`src/rtl/clkdiv_multi.sv`:
```
// ----------------------------------------------------------------------------
// clkdiv_multi
//
// N-channel programmable clock-enable / divided-clock generator running off a
// single system clock. Each channel owns a runtime-writable divisor, a run
// enable and a mode select:
//   mode = 0 : square wave on clkout_o, high floor(d/2) / low ceil(d/2) advances
//   mode = 1 : one-cycle strobe on tick_o every d advances
// A divisor of 0 behaves as 1. All outputs are registered.
//
// Optional feature (macro CLKDIV_CASCADE_EN):
//   Adds casc_i. A channel i > 0 with casc_i[i] = 1 advances only when channel
//   i-1 wraps in the same cycle, so chains divide by the product of their
//   divisors with no added latency. casc_i[0] has no effect.
//
// Parameters:
//   N_CH        number of channels (1..16)
//   WIDTH       divisor / counter width (2..32)
//   CH_W        width of wr_ch_i (>= clog2(N_CH), min 1)
//   DEFAULT_DIV divisor loaded into every channel at reset
//
// Ports:
//   clk_i       system clock, rising edge
//   rst_i       synchronous active-high reset, overrides everything
//   en_i        per-channel run enable
//   mode_i      per-channel mode (0 square, 1 pulse)
//   wr_en_i     divisor write strobe
//   wr_ch_i     channel targeted by the write (out-of-range writes ignored)
//   wr_data_i   new divisor
//   sync_clr_i  clears every counter and output (divisors kept)
//   casc_i      cascade select (CLKDIV_CASCADE_EN only)
//   clkout_o    registered divided clock
//   tick_o      registered one-cycle strobe
// ----------------------------------------------------------------------------
module clkdiv_multi #(
    parameter int unsigned N_CH        = 3,
    parameter int unsigned WIDTH       = 16,
    parameter int unsigned CH_W        = 2,
    parameter int unsigned DEFAULT_DIV = 50
) (
    input  logic             clk_i,
    input  logic             rst_i,
    input  logic [N_CH-1:0]  en_i,
    input  logic [N_CH-1:0]  mode_i,
    input  logic             wr_en_i,
    input  logic [CH_W-1:0]  wr_ch_i,
    input  logic [WIDTH-1:0] wr_data_i,
    input  logic             sync_clr_i,
`ifdef CLKDIV_CASCADE_EN
    input  logic [N_CH-1:0]  casc_i,
`endif
    output logic [N_CH-1:0]  clkout_o,
    output logic [N_CH-1:0]  tick_o
);

    // ------------------------------------------------------------------------
    // State
    // ------------------------------------------------------------------------
    logic [WIDTH-1:0] div_q [N_CH];
    logic [WIDTH-1:0] div_d [N_CH];
    logic [WIDTH-1:0] cnt_q [N_CH];
    logic [WIDTH-1:0] cnt_d [N_CH];
    logic [N_CH-1:0]  clkout_q, clkout_d;
    logic [N_CH-1:0]  tick_q, tick_d;

    // ------------------------------------------------------------------------
    // Per-channel advance / wrap
    // ------------------------------------------------------------------------
    logic [WIDTH-1:0] d_eff    [N_CH];
    logic [WIDTH-1:0] cnt_next [N_CH];  // counter after this cycle's advance
    logic [N_CH-1:0]  adv;
    logic [N_CH-1:0]  strobe;           // unregistered wrap strobe
    logic             prev_strobe;      // strobe of the previous channel in the chain
    logic [N_CH-1:0]  wr_hit;
    logic             wr_valid;

`ifdef CLKDIV_CASCADE_EN
    // Channel 0 has no upstream neighbour, so its cascade bit is meaningless.
    logic unused_casc0;
    assign unused_casc0 = casc_i[0];
`endif

    assign wr_valid = wr_en_i && (32'(wr_ch_i) < N_CH);

    // Channels are walked in order so a cascaded channel can see the strobe
    // of its lower neighbour within the same cycle.
    always_comb begin
        adv         = '0;
        strobe      = '0;
        prev_strobe = 1'b0;
        for (int i = 0; i < N_CH; i++) begin
            d_eff[i] = (div_q[i] == '0) ? WIDTH'(1) : div_q[i];
`ifdef CLKDIV_CASCADE_EN
            if ((i != 0) && casc_i[i]) begin
                adv[i] = en_i[i] & prev_strobe;
            end else begin
                adv[i] = en_i[i];
            end
`else
            adv[i] = en_i[i];
`endif
            strobe[i] = adv[i] && (cnt_q[i] == d_eff[i] - WIDTH'(1));
            if (!adv[i]) begin
                cnt_next[i] = cnt_q[i];
            end else if (strobe[i]) begin
                cnt_next[i] = '0;
            end else begin
                cnt_next[i] = cnt_q[i] + WIDTH'(1);
            end
            prev_strobe = strobe[i];
        end
    end

    // ------------------------------------------------------------------------
    // Next state
    // ------------------------------------------------------------------------
    always_comb begin
        wr_hit   = '0;
        clkout_d = '0;
        tick_d   = '0;
        for (int i = 0; i < N_CH; i++) begin
            wr_hit[i] = wr_valid && (wr_ch_i == CH_W'(i));
            // A write updates div even when sync_clr masks its counter clear.
            div_d[i]  = wr_hit[i] ? wr_data_i : div_q[i];

            if (sync_clr_i || wr_hit[i]) begin
                cnt_d[i]    = '0;
                tick_d[i]   = 1'b0;
                clkout_d[i] = 1'b0;
            end else if (!en_i[i]) begin
                // Disabled: hold phase, silence outputs.
                cnt_d[i]    = cnt_q[i];
                tick_d[i]   = 1'b0;
                clkout_d[i] = 1'b0;
            end else begin
                cnt_d[i]    = cnt_next[i];
                tick_d[i]   = strobe[i] & mode_i[i];
                // Comparing the next count makes the registered output line up
                // with the counter value it reflects.
                clkout_d[i] = ~mode_i[i] & (cnt_next[i] < (d_eff[i] >> 1));
            end
        end
    end

    // ------------------------------------------------------------------------
    // Registers
    // ------------------------------------------------------------------------
    always_ff @(posedge clk_i) begin
        if (rst_i) begin
            for (int i = 0; i < N_CH; i++) begin
                div_q[i] <= WIDTH'(DEFAULT_DIV);
                cnt_q[i] <= '0;
            end
            clkout_q <= '0;
            tick_q   <= '0;
        end else begin
            for (int i = 0; i < N_CH; i++) begin
                div_q[i] <= div_d[i];
                cnt_q[i] <= cnt_d[i];
            end
            clkout_q <= clkout_d;
            tick_q   <= tick_d;
        end
    end

    assign clkout_o = clkout_q;
    assign tick_o   = tick_q;

endmodule

```
`config.mk`:
```
export PLATFORM = sky130hd
export DESIGN_NAME = clkdiv_multi
export DESIGN_NICKNAME = d
export VERILOG_FILES = /design/src/rtl/clkdiv_multi.sv
export SDC_FILE = /design/constraint.sdc
export NUM_CORES = 1
export LEC_CHECK = 0
export ABC_CLOCK_PERIOD_IN_PS = 5900
export CORE_AREA = 2 2 174 176
export DETAILED_ROUTE_END_ITERATION = 6
export DIE_AREA = 0 0 176 178
export PLACE_DENSITY = 0.47
export SLEW_MARGIN = 10
export SYNTH_ARGS = -nofsm -noshare
export SYNTH_HDL_FRONTEND = slang
export SYNTH_SLANG_ARGS = --single-unit
```
`constraint.sdc`:
```
create_clock -name clk_i -period 5.9 [get_ports clk_i]
set_clock_uncertainty 0.15 [all_clocks]
set_input_delay 1.475 -clock clk_i [delete_from_list [all_inputs] [get_ports clk_i]]
set_output_delay 1.475 -clock clk_i [all_outputs]
set_load 0.01 [all_outputs]
```
==> parameters.txt <==
Parameter                              Value

Layout
  Count of inserted antenna diode cells ... 0
  Growth of design area from synthesis to finish ... 13.6%
  Post-layout instance area ... just over 8000 um^2
  Fraction of final layout cells sized beyond drive strength 1 ... 0.0583
  Post-layout nets ... 1,032
  Utilization of the core after routing ... 0.279

Yosys
  Leading post-synthesis cells by cell area ... sky130_fd_sc_hd__dfxtp_1, sky130_fd_sc_hd__ha_1, sky130_fd_sc_hd__nor2_1, sky130_fd_sc_hd__xnor2_1, sky130_fd_sc_hd__nand2_1
  Count of flip-flops with a built-in enable after synthesis ... 0
  Main flop type after synthesis ... sky130_fd_sc_hd__dfxtp_1
  Most frequent cell after synthesis ... sky130_fd_sc_hd__nor2_1
  Count of distinct cell types in the synthesized netlist ... between 70 and 80
  Top cell type's share of synthesized area ... 0.282
  Syn Std Cell Area ... 7230 um^2
  Sequential element share of the synthesized area ... 0.282
  Number of warnings printed during yosys synthesis ... 0
  Number of synthesized register bits ... 102
  Cell count after synthesis ... 947
  Leading area contributor after synthesis ... sky130_fd_sc_hd__dfxtp_1
  Post-synth net total ... approximately 1,000
  Mapped Avg Cell Area ... 7.63 um^2
  Top cell types by occurrence after synthesis ... sky130_fd_sc_hd__nor2_1, sky130_fd_sc_hd__nand2_1, sky130_fd_sc_hd__dfxtp_1
  Post-synth ARST share ... 0

STA
  Max transition margin ... 0.362
  Maximum clock frequency ... 0.189 GHz
  Max Transition Viols Final ... 0
  Final critical-path share of the clock period ... 0.895
  Final-report hold violation count ... 0
  Final worst path period need ... 5280 ps
  Setup repair after global routing missed its margin ... false
  Slew at the pin closest to its max-slew limit ... 950 ps
  Setup-failing EPs final ... 0
  Post-route setup TNS ... 0 ps

Job
  Maxcap violations ... 0

Route
  Detailed-route vias per instance ... 4.70
  DRC violations left ... 0
  Detailed Route WL ... 20,500 um
  Detail Route Antenna Nets ... 0
  Total via count in the routed design ... 6,346
  Number of iterations in the first detailed-routing pass ... 4
  Initial DRC Count ... 381
  Average wire length per cell after detail routing ... around 15 um

Run status
  Run status ... finished clean

Clock network
  CTS tree ... done
  Clock root buffer ... sky130_fd_sc_hd__clkbuf_16
  CTS Hold Bufs ... 0
  CTS H-Tree Depth ... 3
  Post-CTS setup buffers ... 0
  Sink count of the clock tree ... 102
  Clock transition at the registers of the reported paths ... 80 ps
  CTS-repair resized insts ... 0
  TritonCTS buffer count ... 9
  Deepest clock path buffer count ... 2
  Later-pin clock latency in the skew report ... between 300 and 400 ps

Place
  Routability congestion estimate ... 0.844
  DP HPWL ... 16,200 um
  Port-buffer cells ... 33
  Cell area after placement ... 7910 um^2

Critical path
  Type of origin of the critical path ... register
  Endpoint of the lowest-slack register-to-register path ... clkout_o[0]
  Peak fanout along the critical path ... 11
  Setup crit end kind ... register
  Launch instance of the worst register-to-register path ... div_q[0][4]
  Signal arrival time at the worst endpoint ... about 5400 ps
  R2R setup slack ... 620 ps
  Startpoint-to-endpoint class of the critical path ... register to register
  Worst R2R Path Depth ... 20
  WP data required ... between 6000 and 7000 ps

Power
  Reported net switching power ... 0.456 mW
  Clock share of power ... 0.406
  Internal power ... 1.08 mW
  Power density over the cells ... 187 nW/um^2
  Switching part of the total ... 0.297
  VDD IR-drop max ... around 120 uV
  Leakage ... 3.05 nW
  Part of the total power dissipated in sequential elements ... 0.471
  Part of the total power dissipated in combinational logic ... 0.122

Floorplan
  Standard-cell rows ... 63
  Die outline height ... 178 um
  Effective utilization at floorplan ... 0.246
  Core area ... 29,400 um^2
  Width of the die ... roughly 180 um
  Count of pins on the block boundary ... 34
  Area of the die ... 31,300 um^2

Global route
  Via count of the first global-routing pass ... approximately 6,200
  Number of antenna violations at the first check in global routing ... 0
  GRT Total Usage ... 0.134
  Global-route wire length before repair ... 33,200 um
  Overflow left after global routing ... 0
  Largest net degree at the start of global routing ... 52

Worst hold path
  Class of the worst hold path ... register to register
  Hold Crit Endpoint ... div_q[0][39]
  Hold_sp ... div_q[0][39]
  Number of cells traversed by the worst hold path ... 2
-- layout by cell type (no fill, tap or decap), types with 29 or more instances in the layout --
cell type,n
sky130_fd_sc_hd__xor2_1,36
sky130_fd_sc_hd__nor2_1,131
sky130_fd_sc_hd__nand3_1,37
sky130_fd_sc_hd__inv_1,55
sky130_fd_sc_hd__ha_1,48
sky130_fd_sc_hd__nand4_1,29
sky130_fd_sc_hd__dfxtp_1,102
sky130_fd_sc_hd__nand2_1,125
sky130_fd_sc_hd__clkdlybuf4s50_1,32
sky130_fd_sc_hd__a21oi_1,67
sky130_fd_sc_hd__xnor2_1,55
-- stage by stage --
step / setup slack [ps] / power, mW / cells / hold WS, ps
2_1_floorplan: 1300 / 0.861 / 947 / 306
3_3_place_gp: 676 / 0.930 / 1335 / 333
3_5_place_dp: 625 / 0.930 / 1335 / 336
4_1_cts: 573 / 1.56 / 1351 / 348
5_1_grt: 260 / 1.61 / 1351 / 372
6_report: 619 / 1.54 / 1351 / 344
-- layout make-up --
class	count	area (um^2)
Tap cell	390	488
Fill cell	3199	21200
Timing Repair Buffer	41	385
Clock inverter	7	78.8
Clock buffer	9	225
Multi-Input combinational cell	747	4780
Inverter	55	206
Sequential cell	102	2040
-- critical path: stages (launching register included) --
cell and delay (ps):
sky130_fd_sc_hd__dfxtp_1 440, sky130_fd_sc_hd__or3_1 330, sky130_fd_sc_hd__nor4_4 130, sky130_fd_sc_hd__a41oi_1 330
sky130_fd_sc_hd__ha_1 230, sky130_fd_sc_hd__or3b_2 520, sky130_fd_sc_hd__nor4_4 400, sky130_fd_sc_hd__and4b_1 250
sky130_fd_sc_hd__a311oi_1 50, sky130_fd_sc_hd__a21oi_1 200, sky130_fd_sc_hd__and3b_2 190, sky130_fd_sc_hd__and3_1 420
sky130_fd_sc_hd__nor2_1 110, sky130_fd_sc_hd__ha_1 310, sky130_fd_sc_hd__a21o_1 170, sky130_fd_sc_hd__a21o_1 180
sky130_fd_sc_hd__a21oi_1 140, sky130_fd_sc_hd__nor2_1 50, sky130_fd_sc_hd__a211oi_1 280, sky130_fd_sc_hd__o221ai_1 160
sky130_fd_sc_hd__a21oi_1 160
-- kinds of logic after synthesis --
group,Yosys count,synth area share
compound gates,155,0.145
simple gates,443,0.309
mux,10,0.0144
xor+xnor,91,0.110
fa+ha+maj,48,0.0831
buf+inv,98,0.0563
flops,102,0.282
-- worst max-delay path by stage --
stage / slack, ps / from / endpoint
after detailed placement: 630 / div_q[0][4] / clkout_o[0]
after CTS: 570 / div_q[0][6] / clkout_o[0]
after floorplan: 1300 / div_q[0][34] / clkout_o[2]
after global routing: 260 / div_q[0][4] / clkout_o[0]
after global placement: 680 / div_q[0][4] / clkout_o[0]
final: 620 / div_q[0][4] / clkout_o[0]
-- power by group through the flow --
stage	clock, mW	combinational, mW	sequential [mW]
after floorplan	0	0.131	0.730
after global placement	0	0.189	0.741
after detailed placement	0	0.189	0.741
after CTS	0.649	0.190	0.725
after global routing	0.677	0.209	0.728
final	0.625	0.188	0.725
-- registers in the layout, indices dropped and copies added (netlist names) --
| signal | flops |
|---|---|
| tick_o | 3 |
| clkout_o | 3 |
| cnt_q | 48 |
| div_q | 48 |
-- metal layers --
metal	GRT usage	vias to the layer above	routed length, um
met5	0	-	0
met3	0.0226	21	484
met1	0.179	2947	10300
met2	0.223	66	9410
li1	-	3312	-
met4	0.0393	0	338
(Power assumes the default switching activity.)
==> variant 1: new RTL, same flow settings <==
Build with the macro `CLKDIV_CASCADE_EN` defined.
--- a/src/rtl/clkdiv_multi.sv
+++ b/src/rtl/clkdiv_multi.sv
@@ -32,6 +32,8 @@
 //   clkout_o    registered divided clock
 //   tick_o      registered one-cycle strobe
 // ----------------------------------------------------------------------------
+`define CLKDIV_CASCADE_EN
+
 module clkdiv_multi #(
     parameter int unsigned N_CH        = 3,
     parameter int unsigned WIDTH       = 16,
Interface: changed (added casc_i); port bits go from 34 to 37. No check against the original RTL was run, so the function may have changed too.
==> variant 1 against the unedited design <==
Power is 0.49% higher; sequential cell count stayed put; area after synthesis is 2.1% higher; setup slack worse by 0.068 ns; final cell count is 4.1% higher; synthesized cell count is 4.0% higher; maximum frequency is 1.3% lower; routed wire length is 9.6% higher; design area is 4.4% higher; sequential share of layout area is 1.0 points lower; global-route usage is 1.4 points higher.
==> variant 1: results (changes against the unedited design) <==
** Finish
- Signal buf overhead :: 7.18% (+2.5 points)
- ClkCell Share :: 3.40% (-0.30 points)
- The number of multi-input combinational cells in the layout was 771 (+3.2%).
- Total number of sequential cells :: 102 (unchanged)
- Clock buffer instance count of the final layout :: 10 (+1)
- Number of signal-net buffers in the layout :: 71 (+73%)
- Proportion of layout cells with a drive suffix above 1 :: 7.97% (+2.1 points)

** Global routing
- The global routing usage summed across all routing layers is 14.9% (+1.4 points).
- Vias in the first global route :: 6764 (+9.3%)

** Placement
- The instance count after placement with tap cells included is 1390 (+4.1%).
- The half-perimeter wire length after placement is 17.4 mm (+7.8%).

** Setup path
- The stage delay of the slowest cell on the critical path came to 0.49 ns (-0.03 ns).
- Startpoint of the worst register-to-register path :: div_q[0][8]$_SDFFE_PP0P_
- For this design, the slowest cell found on the critical path is a2111oi_1.
- The arrival time of the worst setup path was 5.53 ns (+0.10 ns).
- Capture point of the worst reg-to-reg path :: clkout_o[2]$_SDFF_PP0_

** Yosys
- The number of unique standard cell types used by synthesis is 74 (-1.3%).
- The net count after synthesis was 1064 (+4.0%).

** Outcome
- Run status :: completed

** Clock network
- Skew-Pair Late Insertion Delay :: 0.38 ns (+0.02 ns)

** Pwr
- Leak pwr :: 3.20 nW (+5.0%)
- The cell-internal power is 1.09 mW (+1.2%).
- The switching share of power came to 29.2% (-0.46 points).

** Detailed routing
- The via density per instance came to 4.97 (+5.7%).
- The starting DRC count in detailed routing is 413 (+8.4%).

** Min path
- In this run the most critical hold path is launched from div_q[0][47]$_SDFFE_PP0P_.
-- variant 1: changes by cell type after synthesis, moves of 5 or more --
cell      before  now
nor2_1       131   89
a22o_1         0    5
o21ai_0       11   36
nor4_1         8   14
nor3_1        27   38
and3_1        10   16
xnor2_1       55   44
clkbuf_1      28   46
a21oi_1       67   73
-- variant 1: repair_timing --
action,in CTS,in global routing
endpoints found under the hold margin,0,0
resized for setup,0,5
endpoints found under the setup margin,0,2
-- variant 1: kinds of logic after synthesis --
group           share of synthesized area, %
fa+ha+maj                               8.14
compound gates                          18.3
xor+xnor                                9.73
simple gates                            28.7
flops                                   27.7
mux                                     1.58
buf+inv                                 5.88
-- variant 1: per-stage QoR --
stage	cell area (um^2)	util, %	worst slack, ns	hold WS (ns)
finish	8570	29.2	0.551	0.328
global route	8570	29.2	0.0221	0.359
CTS	8560	29.1	0.271	0.331
detailed placement	8270	28.1	0.268	0.319
global placement	8270	28.1	0.222	0.317
floorplan	7380	-	0.947	0.300
-- variant 1: worst max-delay path by stage --
stage	from	to	slack [ns]	cells after the start
global placement	en_i[0]	clkout_o[2]$_SDFF_PP0_	0.22	16
detailed placement	en_i[0]	clkout_o[2]$_SDFF_PP0_	0.27	16
global route	div_q[0][8]$_SDFFE_PP0P_	clkout_o[2]$_SDFF_PP0_	0.02	23
CTS	div_q[0][4]$_SDFFE_PP1P_	clkout_o[1]$_SDFF_PP0_	0.27	23
floorplan	div_q[0][8]$_SDFFE_PP0P_	clkout_o[1]$_SDFF_PP0_	0.95	25
finish	div_q[0][8]$_SDFFE_PP0P_	clkout_o[2]$_SDFF_PP0_	0.55	24
-- variant 1: per-layer routing --
metal,vias up,part of all wire [%],GRT usage (%)
li1,3554,-,-
met1,3308,51,21.1
met2,101,44,23.4
met3,21,3.0,1.90
met4,0,1.8,4.72
met5,-,0,0
==> variant 2: new RTL, config.mk and constraints unchanged <==
Without the edit above. Add an input register stage for `mode_i`, `wr_en_i`, `wr_ch_i`, `wr_data_i` and `sync_clr_i`, with the module's reset; this delays them by one clock. The other inputs are not delayed to match.
--- a/src/rtl/clkdiv_multi.sv
+++ b/src/rtl/clkdiv_multi.sv
@@ -53,6 +53,28 @@
     output logic [N_CH-1:0]  tick_o
 );
 
+    logic [N_CH-1:0] mode_q;
+    logic wr_en_q;
+    logic [CH_W-1:0] wr_ch_q;
+    logic [WIDTH-1:0] wr_data_q;
+    logic sync_clr_q;
+
+    always_ff @(posedge clk_i) begin
+        if (rst_i) begin
+            mode_q     <= '0;
+            wr_en_q    <= '0;
+            wr_ch_q    <= '0;
+            wr_data_q  <= '0;
+            sync_clr_q <= '0;
+        end else begin
+            mode_q     <= mode_i;
+            wr_en_q    <= wr_en_i;
+            wr_ch_q    <= wr_ch_i;
+            wr_data_q  <= wr_data_i;
+            sync_clr_q <= sync_clr_i;
+        end
+    end
+
     // ------------------------------------------------------------------------
     // State
     // ------------------------------------------------------------------------
@@ -80,7 +102,7 @@
     assign unused_casc0 = casc_i[0];
 `endif
 
-    assign wr_valid = wr_en_i && (32'(wr_ch_i) < N_CH);
+    assign wr_valid = wr_en_q && (32'(wr_ch_q) < N_CH);
 
     // Channels are walked in order so a cascaded channel can see the strobe
     // of its lower neighbour within the same cycle.
@@ -119,11 +141,11 @@
         clkout_d = '0;
         tick_d   = '0;
         for (int i = 0; i < N_CH; i++) begin
-            wr_hit[i] = wr_valid && (wr_ch_i == CH_W'(i));
+            wr_hit[i] = wr_valid && (wr_ch_q == CH_W'(i));
             // A write updates div even when sync_clr masks its counter clear.
-            div_d[i]  = wr_hit[i] ? wr_data_i : div_q[i];
+            div_d[i]  = wr_hit[i] ? wr_data_q : div_q[i];
 
-            if (sync_clr_i || wr_hit[i]) begin
+            if (sync_clr_q || wr_hit[i]) begin
                 cnt_d[i]    = '0;
                 tick_d[i]   = 1'b0;
                 clkout_d[i] = 1'b0;
@@ -134,10 +156,10 @@
                 clkout_d[i] = 1'b0;
             end else begin
                 cnt_d[i]    = cnt_next[i];
-                tick_d[i]   = strobe[i] & mode_i[i];
+                tick_d[i]   = strobe[i] & mode_q[i];
                 // Comparing the next count makes the registered output line up
                 // with the counter value it reflects.
-                clkout_d[i] = ~mode_i[i] & (cnt_next[i] < (d_eff[i] >> 1));
+                clkout_d[i] = ~mode_q[i] & (cnt_next[i] < (d_eff[i] >> 1));
             end
         end
     end
Function: changed (a bounded check fails within 4 cycles, from zero or initial values and one cycle with rst_i high).
==> variant 2 against the unedited design <==
Routed wire length down 0.21%; sequential cell count up 23; global-route usage up 0.18 points; first-iteration DRC count up 16%; critical endpoint is now clkout_o[1]$_SDFF_PP0_; combinational power down 24%; area after synthesis up 5.5%; power up 36%; via count up 2.0%; sequential share of layout area up 3.3 points; die area unchanged; critical path depth down 1; setup slack worse by 0.11 ns; largest cell class unchanged; design area up 8.1%.
==> variant 2: results (changes against the unedited design) <==
** Timing
- Max Freq :: 0.186 GHz (-2.0%)
- The transition time at the pin with the least slew margin is 0.918 ns (-0.0318 ns).

** Setup path
- The worst register-to-register path ends at clkout_o[1]$_SDFF_PP0_.
- The largest fanout on the critical path was 15 (+4).
- Reg2reg setup slack :: 0.51 ns (-0.11 ns)
- R2r worst-path depth :: 19 (-5.0%)
- Start point of the critical path :: div_q[0][24]$_SDFFE_PP0P_
- CP Data Arrival Time :: 5.58 ns (+0.15 ns)

** Yosys
- The multiplexer share of the synthesized area came to 0.787% (-0.65 points).
- Number of different library cells in the post-synthesis netlist :: 72 (-4.0%)
- The fraction of synthesized cell area in xor and xnor cells is 10.8% (-0.23 points).
- Count of state elements after synthesis :: 125 (+23%)
- The post-synthesis sequential area ratio was 32.8% (+4.6 points).
- Synthesized netlist net count :: 1037 (+1.4%)
- The gate count of the mapped netlist came to 961 (+1.5%).
- List of most frequent post-synthesis cells :: dfxtp_1 (125), nand2_1 (115), nor2_1 (107), a21oi_1 (63), xnor2_1 (56)

** Global routing
- The wire length of the first global-routing pass came to 33.7 mm (+1.7%).
- Met2 GRT Util :: 21.7% (-0.67 points)
- Maximum number of pins on one net before global-route repair :: 65 (+25%)
- The global routing usage summed across all routing layers is 13.6% (+0.18 points).
- The fraction of met1 tracks used by global routing was 18.6% (+0.75 points).

** Finish
- The clock buffer instance count of the final layout was 20 (+11).
- Number of signal-net buffers in the layout :: 39 (-4.9%)
- In the final layout, the registers with the most flip-flops are cnt_q: 48 flops, div_q: 48 flops, wr_data_q: 16 flops.
- P&R area growth vs syn :: 16.4%
- The number of fill cells was 3142 (-1.8%).
- The sequential cell area came to 2500 um^2 (+23%).
- The share of cell area taken by multi-input logic gates came to 53.3% (-5.0 points).
- The number of multi-input combinational cells in the layout was 736 (-1.5%).
- Proportion of layout cells with a drive suffix above 1 :: 6.80% (+0.97 points)
- The count of inverters not on the clock network in the layout is 54 (-1.8%).
- The final-layout clock-cell area share is 6.58% (+2.9 points).
- Final cell count without fillers :: 1376 (+1.9%)

** Pwr
- Net switching power figure :: 0.521 mW (+14%)
- Worst vdd ir :: 152 uV (+28%)
- The leakage power came to 3.35 nW (+9.6%).

** Placement
- Pre-CTS setup slack :: 0.525 ns (-0.0998 ns)
- The half-perimeter wire length after placement is 15.6 mm (-3.3%).
- Gpl congestion :: 0.836 (-1.0%)
- DP Cell Count :: 1344 (+0.67%)

** Clock network
- Maximum level of the CTS H-tree :: 4 (+1)
- Skew-Pair Late Insertion Delay :: 0.42 ns (+0.06 ns)
- The clock input transition at the sequential cells of the worst setup and hold paths was 0.06 ns (-0.02 ns).
- Num CTS Buffers :: 17 (+8)

** Detailed routing
- The via density per instance is 4.70 (+0.12%).
- The post-route met1 wirelength came to 10.5 mm (+2.2%).
- Met2 wire len :: 9.11 mm (-3.2%)
- The detailed route wirelength on metal3 came to 490 um (+1.2%).

** Outcome
- Run status :: completed
variant 2: changes by cell type after synthesis, moves of 5 or more:
cell	unedited run	this run
nor3b_1	2	7
dfxtp_1	102	125
nand2_1	125	115
nor2b_1	4	35
clkbuf_1	28	33
nor2_1	131	107
nand4_1	29	23
nor2_2	1	11
variant 2: worst min path at each step:
stage	from	depth (start not counted)	slack, ns	end
floorplan	mode_q[0]$_SDFF_PP0_	2	0.29	tick_o[0]$_SDFF_PP0_
global placement	div_q[0][16]$_SDFFE_PP0P_	2	0.33	div_q[0][16]$_SDFFE_PP0P_
detailed placement	div_q[0][16]$_SDFFE_PP0P_	2	0.33	div_q[0][16]$_SDFFE_PP0P_
CTS	div_q[0][16]$_SDFFE_PP0P_	2	0.34	div_q[0][16]$_SDFFE_PP0P_
global route	mode_q[2]$_SDFF_PP0_	2	0.37	tick_o[2]$_SDFF_PP0_
finish	wr_data_q[15]$_SDFF_PP0_	2	0.33	div_q[0][47]$_SDFFE_PP0P_
variant 2: power by group through the flow:
stage	clock network, mW	registers (mW)	logic, mW
CTS	1.08	0.891	0.144
finish	1.05	0.890	0.142
global placement	0	0.910	0.143
floorplan	0	0.895	0.102
global route	1.12	0.894	0.159
detailed placement	0	0.910	0.143
variant 2: worst max-delay path: stages (launching register included):
cell       delay [ns]
dfxtp_1          0.38
or4_1            0.69
nor4_2           0.33
a41oi_1          0.21
ha_1             0.28
nor3b_1          0.19
a311oi_1         0.28
a41oi_1          0.07
a2111oi_0        0.25
nor4b_2          0.36
and4_1           0.58
nor2_1           0.11
ha_1             0.33
a21oi_1          0.16
a21oi_1          0.08
a2111oi_0        0.38
nor3_1           0.08
nor3_1           0.17
o21ai_0          0.10
a21oi_1          0.13
